File: config.mk
export PLATFORM = sky130hd
export DESIGN_NAME = lcd_sequencer_flat
export DESIGN_NICKNAME = d
export VERILOG_FILES = /design/src/rtl/lcd_sequencer_if.sv /design/src/rtl/lcd_sequencer.sv /design/src/flat_wrapper.sv
export SDC_FILE = /design/constraint.sdc
export NUM_CORES = 1
export LEC_CHECK = 0
export CORE_AREA = 2 2 89 91
export CTS_CLUSTER_SIZE = 25
export DETAILED_ROUTE_END_ITERATION = 10
export DIE_AREA = 0 0 91 93
export SYNTH_ARGS = -nofsm -noshare
export SYNTH_HDL_FRONTEND = slang
export SYNTH_SLANG_ARGS = --single-unit
File: constraint.sdc
create_clock -name clk -period 3.3 [get_ports clk]
set_clock_uncertainty 0.2 [all_clocks]
set_input_delay 0.495 -clock clk [delete_from_list [all_inputs] [get_ports clk]]
set_output_delay 0.495 -clock clk [all_outputs]
set_load 0.02 [all_outputs]
File: src/rtl/lcd_sequencer_if.sv
// ---------------------------------------------------------------------------
// lcd_sequencer_if
// Byte request channel into the LCD sequencer (valid/ready handshake).
//   req_valid : requester has a byte to send
//   req_rs    : 0 = instruction, 1 = data
//   req_data  : byte to write
//   req_ready : sequencer accepts a request this cycle
// The requester holds req_valid/req_rs/req_data stable until the handshake.
// ---------------------------------------------------------------------------
interface lcd_sequencer_if;
   logic       req_valid;
   logic       req_rs;
   logic [7:0] req_data;
   logic       req_ready;

   modport master (
      output req_valid,
      output req_rs,
      output req_data,
      input  req_ready
   );

   modport slave (
      input  req_valid,
      input  req_rs,
      input  req_data,
      output req_ready
   );
endinterface

File: src/rtl/lcd_sequencer.sv
// ---------------------------------------------------------------------------
// lcd_sequencer
// Timing controller for an HD44780-style character LCD (8-bit, write-only).
// After reset it waits out the power-up delay, issues the fixed init command
// sequence (0x38, 0x0C, 0x01, 0x06) and then accepts one command/data byte
// at a time. Each byte gets setup time, an EN pulse, hold time and the
// post-command busy wait (long wait for clear/home).
//
// Ports:
//   clk       : system clock, all logic on posedge
//   reset     : synchronous active-high reset
//   req       : request channel (slave side of lcd_sequencer_if)
//   init_done : init sequence finished, held until next reset
//   busy      : high in every state except IDLE
//   rw        : constant 0 (write only)
//   rs        : LCD register select (registered)
//   en        : LCD enable (registered)
//   display   : LCD data bus (registered)
// ---------------------------------------------------------------------------
module lcd_sequencer #(
   parameter int CNT_W          = 20,
   parameter int POWERUP_CYC    = 750000,
   parameter int SETUP_CYC      = 2,
   parameter int EN_CYC         = 25,
   parameter int HOLD_CYC       = 2,
   parameter int SHORT_WAIT_CYC = 2500,
   parameter int LONG_WAIT_CYC  = 82000
) (
   input  logic                clk,
   input  logic                reset,
   lcd_sequencer_if.slave      req,
   output logic                init_done,
   output logic                busy,
   output logic                rw,
   output logic                rs,
   output logic                en,
   output logic [7:0]          display
);

   // Counter reload values: a phase of N cycles loads N-1 and exits at 0.
   localparam logic [CNT_W-1:0] POWERUP_LOAD = CNT_W'(POWERUP_CYC - 1);
   localparam logic [CNT_W-1:0] SETUP_LOAD   = CNT_W'(SETUP_CYC - 1);
   localparam logic [CNT_W-1:0] EN_LOAD      = CNT_W'(EN_CYC - 1);
   localparam logic [CNT_W-1:0] HOLD_LOAD    = CNT_W'(HOLD_CYC - 1);
   localparam logic [CNT_W-1:0] SHORT_LOAD   = CNT_W'(SHORT_WAIT_CYC - 1);
   localparam logic [CNT_W-1:0] LONG_LOAD    = CNT_W'(LONG_WAIT_CYC - 1);
   localparam logic [CNT_W-1:0] CNT_ONE      = CNT_W'(1);
   localparam logic [CNT_W-1:0] CNT_ZERO     = CNT_W'(0);

   typedef enum logic [2:0] {
      ST_POWERUP = 3'd0,
      ST_INIT    = 3'd1,
      ST_IDLE    = 3'd2,
      ST_SETUP   = 3'd3,
      ST_PULSE   = 3'd4,
      ST_HOLD    = 3'd5,
      ST_WAIT    = 3'd6
   } state_t;

   state_t           state_r;
   logic [CNT_W-1:0] cnt_r;
   logic [1:0]       init_idx_r;
   logic             rs_r;
   logic             en_r;
   logic [7:0]       display_r;
   logic             init_done_r;
   logic             req_ready_r;
   logic             busy_r;
   logic             cnt_zero_s;

   // Fixed power-up command table: function set, display on, clear, entry mode.
   function automatic logic [7:0] init_rom(input logic [1:0] idx);
      logic [7:0] val;
      case (idx)
         2'd0:    val = 8'h38;
         2'd1:    val = 8'h0C;
         2'd2:    val = 8'h01;
         2'd3:    val = 8'h06;
         default: val = 8'h00;
      endcase
      return val;
   endfunction

   // Clear (0x01) and home (0x02/0x03) need the long execution wait.
   function automatic logic is_long_cmd(input logic cmd_rs, input logic [7:0] cmd);
      return (cmd_rs == 1'b0) && (cmd[7:2] == 6'd0) && (cmd != 8'h00);
   endfunction

   assign cnt_zero_s = (cnt_r == CNT_ZERO);

   // Sequencer FSM: phase timing, LCD pins and handshake flags all registered here.
   always_ff @(posedge clk) begin
      if (reset) begin
         state_r     <= ST_POWERUP;
         cnt_r       <= POWERUP_LOAD;
         init_idx_r  <= 2'd0;
         rs_r        <= 1'b0;
         en_r        <= 1'b0;
         display_r   <= 8'h00;
         init_done_r <= 1'b0;
         req_ready_r <= 1'b0;
         busy_r      <= 1'b1;
      end else begin
         case (state_r)
            ST_POWERUP: begin
               if (cnt_zero_s) begin
                  state_r <= ST_INIT;
               end else begin
                  cnt_r <= cnt_r - CNT_ONE;
               end
            end

            ST_INIT: begin
               rs_r      <= 1'b0;
               display_r <= init_rom(init_idx_r);
               cnt_r     <= SETUP_LOAD;
               state_r   <= ST_SETUP;
            end

            // req_ready_r is only ever set together with entering IDLE after init.
            ST_IDLE: begin
               if (req.req_valid && req_ready_r) begin
                  rs_r        <= req.req_rs;
                  display_r   <= req.req_data;
                  cnt_r       <= SETUP_LOAD;
                  state_r     <= ST_SETUP;
                  req_ready_r <= 1'b0;
                  busy_r      <= 1'b1;
               end
            end

            ST_SETUP: begin
               if (cnt_zero_s) begin
                  en_r    <= 1'b1;
                  cnt_r   <= EN_LOAD;
                  state_r <= ST_PULSE;
               end else begin
                  cnt_r <= cnt_r - CNT_ONE;
               end
            end

            ST_PULSE: begin
               if (cnt_zero_s) begin
                  en_r    <= 1'b0;
                  cnt_r   <= HOLD_LOAD;
                  state_r <= ST_HOLD;
               end else begin
                  cnt_r <= cnt_r - CNT_ONE;
               end
            end

            // rs/display are still the latched byte here, so they select the wait.
            ST_HOLD: begin
               if (cnt_zero_s) begin
                  cnt_r   <= is_long_cmd(rs_r, display_r) ? LONG_LOAD : SHORT_LOAD;
                  state_r <= ST_WAIT;
               end else begin
                  cnt_r <= cnt_r - CNT_ONE;
               end
            end

            ST_WAIT: begin
               if (cnt_zero_s) begin
                  if (!init_done_r && (init_idx_r != 2'd3)) begin
                     init_idx_r <= init_idx_r + 2'd1;
                     state_r    <= ST_INIT;
                  end else begin
                     init_done_r <= 1'b1;
                     req_ready_r <= 1'b1;
                     busy_r      <= 1'b0;
                     state_r     <= ST_IDLE;
                  end
               end else begin
                  cnt_r <= cnt_r - CNT_ONE;
               end
            end

            // Unreachable encoding: recover by restarting the whole power-up.
            default: begin
               state_r     <= ST_POWERUP;
               cnt_r       <= POWERUP_LOAD;
               init_idx_r  <= 2'd0;
               rs_r        <= 1'b0;
               en_r        <= 1'b0;
               display_r   <= 8'h00;
               init_done_r <= 1'b0;
               req_ready_r <= 1'b0;
               busy_r      <= 1'b1;
            end
         endcase
      end
   end

   assign req.req_ready = req_ready_r;
   assign init_done     = init_done_r;
   assign busy          = busy_r;
   assign rw            = 1'b0;
   assign rs            = rs_r;
   assign en            = en_r;
   assign display       = display_r;

endmodule

File: src/flat_wrapper.sv
// flat-port wrapper written by rule: the top's interface ports become plain ports
module lcd_sequencer_flat 
#(
   parameter int CNT_W          = 20,
   parameter int POWERUP_CYC    = 750000,
   parameter int SETUP_CYC      = 2,
   parameter int EN_CYC         = 25,
   parameter int HOLD_CYC       = 2,
   parameter int SHORT_WAIT_CYC = 2500,
   parameter int LONG_WAIT_CYC  = 82000
)
  (clk, reset, init_done, busy, rw, rs, en, display, req_req_valid, req_req_rs, req_req_data, req_req_ready);
  lcd_sequencer_if req_i ();
  input  logic clk;
  input  logic reset;
  output logic init_done;
  output logic busy;
  output logic rw;
  output logic rs;
  output logic en;
  output logic [7:0] display;
  input wire logic [$bits(req_i.req_valid)-1:0] req_req_valid;
  input wire logic [$bits(req_i.req_rs)-1:0] req_req_rs;
  input wire logic [$bits(req_i.req_data)-1:0] req_req_data;
  output wire logic [$bits(req_i.req_ready)-1:0] req_req_ready;
  assign req_i.req_valid = req_req_valid;
  assign req_i.req_rs = req_req_rs;
  assign req_i.req_data = req_req_data;
  assign req_req_ready = req_i.req_ready;
  lcd_sequencer #(.CNT_W(CNT_W), .POWERUP_CYC(POWERUP_CYC), .SETUP_CYC(SETUP_CYC), .EN_CYC(EN_CYC), .HOLD_CYC(HOLD_CYC), .SHORT_WAIT_CYC(SHORT_WAIT_CYC), .LONG_WAIT_CYC(LONG_WAIT_CYC)) u_core (.clk(clk), .reset(reset), .req(req_i), .init_done(init_done), .busy(busy), .rw(rw), .rs(rs), .en(en), .display(display));
endmodule
==> flow_summary.ini, run 1 <==
[yosys]
synth_enable_flop_cells = 0
seq_area_frac_synth_pct = 29.6
async_flop_share_pct = 0
netlist_instances = 347
synth_seq_cells = 38
synthesis.nets = 366
synth_warnings = 0
syn_avg_cell_area_um2 = 7.41
synth.cell_area_mm2 = 0.00257
yosys_most_used_dff = dfxtp_1
synth.distinct_cells = 63

[min_path]
hold_depth = 1
hold_end = u_core.cnt_r[17]
worstHoldStart = u_core.cnt_r[17]
hold_path_class = register to register

[placement]
gp_congestion = 1.01
port_buffers = 24
dp_hpwl_um = 5640

[grt]
grt_first_pass_wirelength_um = 13000
grt_max_degree = 34
grt_pass1_vias = 2577
gr-total-overflow = 0
antenna_found_initial = 0
gr-usage-all-layers_pct = 18.7

[critical_path]
r2r-end = u_core.cnt_r[2]
regToRegSetupSlack_ps = 390
reg2regPathDepth = 6
cp-start-kind = register
end_kind = register
regToRegStartpoint = u_core.cnt_r[15]
arrival_ps = 2910
cp_data_required_time_ps = 3300
path_max_fanout = 14
crit_type = register to register

[sta]
period_share_pct = 88.3
hold_viol = 0
setup_viol = 0
fmax_mhz = 343
period_needed_ps = 2910
setup_tns_ps = 0
rsz0062_at_grt = false
worst-slew-pin-transition_ps = 742
maxSlewHeadroom_pct = 50.5
finalMaxSlewViolations = 0

[clock_network]
numCtsBuffers = 5
cts_setup_buffers = 0
cts_resized = 0
clk_path_buf_depth = 2
cts_tree = built
hold_buffers = 0
clock-sinks = 38
h-tree-depth = 2
clk_pin_slew_ps = 80
clk_latency_ps = 300
cts-root-buf = clkbuf_8

[drt]
wirelength_um = 7730
drt_iter0_markers = 185
via_per_inst = 5.86
drc = 0
ant_nets = 0
dr.pass1.iters = 5
wl_per_cell_um = 16.3
vias = 2779

[power]
peakVddDrop_mv = 0.234
leakage_nw = 1.02
power_density_mw_per_mm2 = 422

[outcome]
status = complete, no violations

[floorplanning]
core_mm2 = 0.00753
die_h_um = 93
die_area_mm2 = 0.00846
start_util_pct = 34.2
io_pins = 26
die_w_um = 91
rows = 32

[finish]
final_cell_mix = 41 x nor2_1, 38 x dfxtp_1, 36 x nand2_1
antennaDiodeCount = 0
finish.utilization_pct = 40.8
area_growth_pct = 19.5
regArea_um2 = 761
fin_nets = 390
layout_commonest_cell = nor2_1
drive_above_1_share_pct = 10.5
fill_cells = 826
multi_input_area_mm2 = 0.00166

[job]
maxCapViolCount = 0
## registers in the layout (all words and copies together) (netlist names)
signal and cells:
u_core.init_done 1, u_core.display 8, u_core.rs 1, u_core.state_r 3, u_core.cnt_r 20, u_core.req.req_ready 1, u_core.init_idx_r 2, u_core.busy 1
u_core.en 1
## synth_stat cells, drive strengths merged, types with 5 or more instances
master / number / share of area, %
nor2: 41 / 6.0
a21oi: 27 / 5.4
nand2: 36 / 5.3
inv: 10 / 1.5
a211oi: 5 / 1.5
clkbuf: 13 / 1.9
dfxtp: 38 / 30
o31ai: 5 / 1.7
a221o: 5 / 1.9
or4: 7 / 2.2
and3: 5 / 1.2
or2: 5 / 1.3
buf: 7 / 2.2
o21ai: 25 / 4.9
or3: 9 / 2.7
nor3: 25 / 4.9
nand2b: 5 / 1.2
nor4: 7 / 1.7
ha: 7 / 3.4
## stage by stage
stage	total power [mW]	setup WS, ps	instance area (um^2)	hold slack [ps]	std cells
after floorplan	0.709	654	2570	219	347
after detailed placement	0.794	410	2930	261	466
after global placement	0.789	404	2930	250	466
after CTS	1.30	412	3070	280	474
after global routing	1.35	257	3070	298	474
final	1.30	386	3070	274	474
## area by class of cell
| cell class | instances | share of cell area [%] |
|---|---|---|
| inverter | 10 | 1.22 |
| sequential | 38 | 24.8 |
| tap | 102 | 4.15 |
| clock inverter | 2 | 1.96 |
| timing repair buffer | 38 | 11.2 |
| clock buffer | 6 | 2.69 |
| multi-input combinational | 278 | 54.0 |
## critical path: stages (launching register included)
cell,delay (ps)
dfxtp_1,340
or4_1,510
or3_4,430
nor3_1,570
nand2_1,180
a22o_1,240
a311o_1,330
## report_power, final
part,switching (mW),leakage [nW],internal [mW]
registers,0.0506,0.308,0.492
logic,0.138,0.641,0.109
clock network,0.185,0.0714,0.323
## logic make-up (layout without fill, tap and decap cells)
| kind of cell | Yosys count | in the layout | synth area share, % |
|---|---|---|---|
| flops | 38 | 38 | 29.6 |
| compound gates | 110 | 110 | 28.7 |
| buf+inv | 31 | 56 | 5.94 |
| simple gates | 156 | 156 | 30.8 |
| other cells | 1 | 1 | 0.146 |
| xor+xnor | 3 | 3 | 1.02 |
| mux | 1 | 1 | 0.389 |
| fa+ha+maj | 7 | 7 | 3.41 |
## routing by layer
metal | routed length [um] | track usage [%] | vias up
li1 | - | - | 1347
met1 | 3590 | 25.8 | 1308
met2 | 3500 | 29.1 | 97
met3 | 400 | 3.14 | 27
met4 | 242 | 7.32 | 0
met5 | 0 | 0 | -
## how the worst max path moves through the flow
stage | to | start | cells after the start
4_1_cts | u_core.cnt_r[2] | u_core.cnt_r[15] | 6
3_5_place_dp | u_core.cnt_r[2] | u_core.cnt_r[15] | 6
3_3_place_gp | u_core.cnt_r[2] | u_core.cnt_r[15] | 6
6_report | u_core.cnt_r[2] | u_core.cnt_r[15] | 6
2_1_floorplan | u_core.cnt_r[19] | u_core.cnt_r[0] | 6
5_1_grt | u_core.cnt_r[2] | u_core.cnt_r[15] | 6
Power figures use the tool's default switching activity.
==> run 2: changes to the inputs <==
--- a/config.mk
+++ b/config.mk
@@ -6,9 +6,11 @@
 export NUM_CORES = 1
 export LEC_CHECK = 0
 export CORE_AREA = 2 2 89 91
-export CTS_CLUSTER_SIZE = 25
+export CTS_CLUSTER_SIZE = 10
 export DETAILED_ROUTE_END_ITERATION = 10
 export DIE_AREA = 0 0 91 93
+export GPL_TIMING_DRIVEN = 0
+export SETUP_SLACK_MARGIN = 0.2
 export SYNTH_ARGS = -nofsm -noshare
 export SYNTH_HDL_FRONTEND = slang
 export SYNTH_SLANG_ARGS = --single-unit
==> flow_summary.ini, run 2 (synthesized netlist as in run 1, its figures left out) <==
[outcome]
status = complete, no violations

[sta]
setup_viol = 0
worst-slew-pin-transition_ps = 804
fmax_mhz = 344
hold_viol = 0
period_needed_ps = 2910
finalMaxSlewViolations = 0
setup_tns_ps = 0
maxSlewHeadroom_pct = 46.1
period_share_pct = 88.1
rsz0062_at_grt = false

[critical_path]
critical-path-max-stage-delay_ps = 530
regToRegSetupSlack_ps = 390
cp-start-kind = register
cp_data_required_time_ps = 3290
crit_family = simple AND/OR/NAND/NOR gates
end_kind = register
arrival_ps = 2900
crit_buf_inv = 1
crit_chain = or4_1, or3_4, buf_6, nor4b_1, o22ai_1, a22o_1, a311o_1
path_max_fanout = 10
crit_type = register to register
slowest_stage = or4_1

[finish]
final_cell_mix = 40 x nor2_1, 38 x dfxtp_1, 36 x nand2_1
layout_commonest_cell = nor2_1
area_growth_pct = 18.8
regMostFlops = u_core.cnt_r
largest_reg_flops = 20
fill_cells = 824
fin_nets = 396
antennaDiodeCount = 0
drive_above_1_share_pct = 8.99

[power]
switching_power_uw = 382
peakVddDrop_mv = 0.198
p_comb_share_pct = 21.0
leakage_nw = 0.983
p_clk_share_pct = 34.6
sw_frac_of_total_pct = 31.7
power_mw = 1.20
power_density_mw_per_mm2 = 394
p_seq_share_pct = 44.4
intPower_uw = 822

[drt]
via_per_inst = 5.86
drc = 0
ant_nets = 0
wl_per_cell_um = 17.3
dr.pass1.iters = 4
vias = 2813
drt_iter0_markers = 245
wirelength_um = 8330

[grt]
gr-usage-all-layers_pct = 19.8
gr-total-overflow = 0
grt_max_degree = 14
grt_first_pass_wirelength_um = 13500
grt_pass1_vias = 2653
antenna_found_initial = 0

[clock_network]
cts_tree = built
cts-root-buf = clkbuf_8
clock-sinks = 38
numCtsBuffers = 5
h-tree-depth = 2
cts_setup_buffers = 0
clk_pin_slew_ps = 90
clk_latency_ps = 300
clk_path_buf_depth = 2

[floorplanning]
die_area_mm2 = 0.00846
die_w_um = 91
die_h_um = 93
start_util_pct = 34.2
rows = 32
io_pins = 26
core_mm2 = 0.00753

[placement]
gp_congestion = 1.01
dp_hpwl_um = 6190
port_buffers = 23

[job]
maxCapViolCount = 0

[min_path]
hold_path_class = register to register
[run 2: cell count changes in the layout (fill, tap and decap cells not counted), sizes merged]
cell	previous run	this run
bufinv	2	1
buf	14	7
clkbuf	6	18
dlygate4sd1	0	1
clkdlybuf4s50	24	23
clkinvlp	0	2
[run 2: final timing paths]
kind / startpoint / endpoint / cells past startpoint
worst min-delay path: u_core.cnt_r[17] / u_core.cnt_r[17] / 1
worst min register to register: u_core.cnt_r[17] / u_core.cnt_r[17] / 1
worst max register to register: u_core.cnt_r[15] / u_core.cnt_r[2] / 7
worst max-delay path: u_core.cnt_r[15] / u_core.cnt_r[2] / 7
[run 2: cell type report]
class | count | area, um^2 | share of cell area [%]
buffer | 21 | 115 | 3.77
clock buffer | 5 | 68.8 | 2.25
clock inverter | 3 | 45.0 | 1.47
inverter | 10 | 37.5 | 1.23
multi-input combinational | 278 | 1670 | 54.7
sequential | 38 | 761 | 24.9
tap | 102 | 128 | 4.18
timing repair buffer | 23 | 230 | 7.53
[run 2: repair_timing]
action                     4_1_cts  5_1_grt
gates resized for setup          0        3
setup endpoints to repair        0        5
hold buffers                     0        0
[run 2: metrics by stage]
step	hold slack [ps]	cell area [um^2]	utilization, %	instances	worst slack (ps)
final	259	3060	40.6	480	391
after detailed placement	241	2930	38.9	472	275
after floorplan	219	2570	-	347	654
after CTS	261	3040	40.4	480	255
after global routing	270	3060	40.6	480	237
after global placement	241	2930	38.9	472	281
[run 2: power groups by stage]
stage                     sequential [mW]  clock [mW]  combinational (mW)
after detailed placement            0.544           0               0.248
after global routing                0.539       0.446               0.280
after CTS                           0.534       0.422               0.248
after global placement              0.544           0               0.246
final                               0.535       0.416               0.253
after floorplan                     0.536           0               0.173
[run 2: worst reg2reg max path: stages, from the launching register on]
cell and delay [ps]:
dfxtp_1 340, or4_1 530, or3_4 390, buf_6 170, nor4b_1 440, o22ai_1 160, a22o_1 220, a311o_1 350
[run 2: per-layer routing]
| layer | wire [um] | global-route usage (%) | vias to the layer above |
|---|---|---|---|
| met4 | 210 | 8.08 | 0 |
| met5 | 0 | 0 | - |
| met1 | 3750 | 26.2 | 1313 |
| met2 | 3850 | 31.7 | 130 |
| li1 | - | - | 1352 |
| met3 | 515 | 3.71 | 18 |
==> run 3: changes to the inputs <==
--- a/config.mk
+++ b/config.mk
@@ -5,11 +5,12 @@
 export SDC_FILE = /design/constraint.sdc
 export NUM_CORES = 1
 export LEC_CHECK = 0
-export CORE_AREA = 2 2 89 91
+export CORE_AREA = 2 2 75 77
 export CTS_CLUSTER_SIZE = 10
 export DETAILED_ROUTE_END_ITERATION = 10
-export DIE_AREA = 0 0 91 93
+export DIE_AREA = 0 0 77 79
 export GPL_TIMING_DRIVEN = 0
+export PLACE_DENSITY = 0.7
 export SETUP_SLACK_MARGIN = 0.2
 export SYNTH_ARGS = -nofsm -noshare
 export SYNTH_HDL_FRONTEND = slang
==> flow_summary.ini, run 3 (synthesized netlist as in run 1, its figures left out) <==
[sta]
period_needed_ps = 3000
rsz0062_at_grt = false
timing.hold.ws_ps = 257
setup_tns_ps = 0
period_share_pct = 90.9
finalMaxSlewViolations = 0
setup_viol = 0
worst-slew-pin-transition_ps = 812
maxSlewHeadroom_pct = 45.5
fmax_mhz = 333
hold_viol = 0

[critical_path]
path_max_fanout = 10
cp-start-kind = register
cp_data_required_time_ps = 3290
arrival_ps = 2990
crit_type = register to register
end_kind = register

[drt]
ant_nets = 0
vias = 2834
drc = 0
drt_iter0_markers = 302
wl_per_cell_um = 18.2
via_per_inst = 6.30
dr.pass1.iters = 5
wirelength_um = 8200

[finish]
regMostFlops = u_core.cnt_r
fin_nets = 396
regArea_um2 = 761
largest_reg_flops = 20
final_cells = 450
final_cell_mix = 41 x nor2_1, 38 x dfxtp_1, 36 x nand2_1
area_growth_pct = 17.1
fill_cells = 547
layout_commonest_cell = nor2_1
drive_above_1_share_pct = 8.73
antennaDiodeCount = 0
multi_input_area_mm2 = 0.00167

[power]
p_clk_share_pct = 32.6
power_density_mw_per_mm2 = 390
peakVddDrop_mv = 0.298
leakage_nw = 0.990
p_comb_share_pct = 21.8
intPower_uw = 808
switching_power_uw = 365
p_seq_share_pct = 45.6
sw_frac_of_total_pct = 31.1

[placement]
dp.cells = 442
gp_congestion = 0.997
dp_hpwl_um = 5930
port_buffers = 23

[clock_network]
cts-root-buf = clkbuf_8
numCtsBuffers = 5
clk_latency_ps = 290
cts_setup_buffers = 0
cts_tree = built
clock-sinks = 38
h-tree-depth = 2
clk_pin_slew_ps = 80
clk_path_buf_depth = 2

[grt]
grt_max_degree = 12
grt_pass1_vias = 2610
gr-usage-all-layers_pct = 27.4
antenna_found_initial = 0
grt_first_pass_wirelength_um = 13200
gr-total-overflow = 0

[floorplanning]
die_w_um = 77
die_h_um = 79
core_mm2 = 0.00534
io_pins = 26
die_area_mm2 = 0.00608
rows = 27
start_util_pct = 48.2

[outcome]
status = complete, no violations

[job]
maxCapViolCount = 0

[min_path]
hold_path_class = register to register
==> run 3: worst paths after layout <==
check / endpoint / start / slack (ps) / cells past startpoint
worst max-delay path: u_core.cnt_r[3] / u_core.cnt_r[15] / 300 / 7
worst min-delay path: u_core.cnt_r[17] / u_core.cnt_r[17] / 260 / 1
worst max register to register: u_core.cnt_r[3] / u_core.cnt_r[15] / 300 / 7
worst min register to register: u_core.cnt_r[17] / u_core.cnt_r[17] / 260 / 1
==> run 3: layout make-up <==
| class | instances | share of cell area, % |
|---|---|---|
| buffer | 21 | 3.82 |
| sequential | 38 | 25.3 |
| inverter | 10 | 1.25 |
| timing repair buffer | 23 | 7.64 |
| tap | 72 | 2.99 |
| clock buffer | 8 | 3.66 |
| multi-input combinational | 278 | 55.4 |
==> run 3: per-stage QoR <==
step | utilization (%) | total power [mW] | instance area [um^2] | setup WS [ps]
finish | 56.4 | 1.17 | 3010 | 301
detailed placement | 54.2 | 0.790 | 2890 | 362
floorplan | - | 0.709 | 2570 | 654
CTS | 56.2 | 1.16 | 3000 | 339
global placement | 54.2 | 0.785 | 2890 | 275
global route | 56.4 | 1.22 | 3010 | 198
==> run 3: power by group through the flow <==
stage	logic [mW]	registers [mW]	clock network (mW)
2_1_floorplan	0.173	0.536	0
3_3_place_gp	0.243	0.542	0
3_5_place_dp	0.246	0.544	0
4_1_cts	0.248	0.533	0.383
5_1_grt	0.281	0.540	0.404
6_report	0.256	0.535	0.382
==> run 3: worst max-delay path, stage by stage (launching register included) <==
cell	delay, ps
dfxtp_1	330
or4_1	520
or3_4	390
nor2_1	400
clkbuf_1	470
nor2_1	120
a221o_1	310
a21o_1	160
==> run 3: layer usage <==
metal | track usage [%] | vias up | share of wire, %
li1 | - | 1349 | -
met1 | 37.4 | 1327 | 44
met3 | 5.00 | 24 | 8.2
met4 | 9.64 | 0 | 2.7
met5 | 0 | - | 0
met2 | 43.5 | 134 | 45
==> run 3: what timing repair did <==
| action | in CTS | in global routing |
|---|---|---|
| hold buffers | 0 | 0 |
| endpoints found under the hold margin | 0 | 0 |
| gates resized for setup | 0 | 2 |
| endpoints found under the setup margin | 0 | 11 |
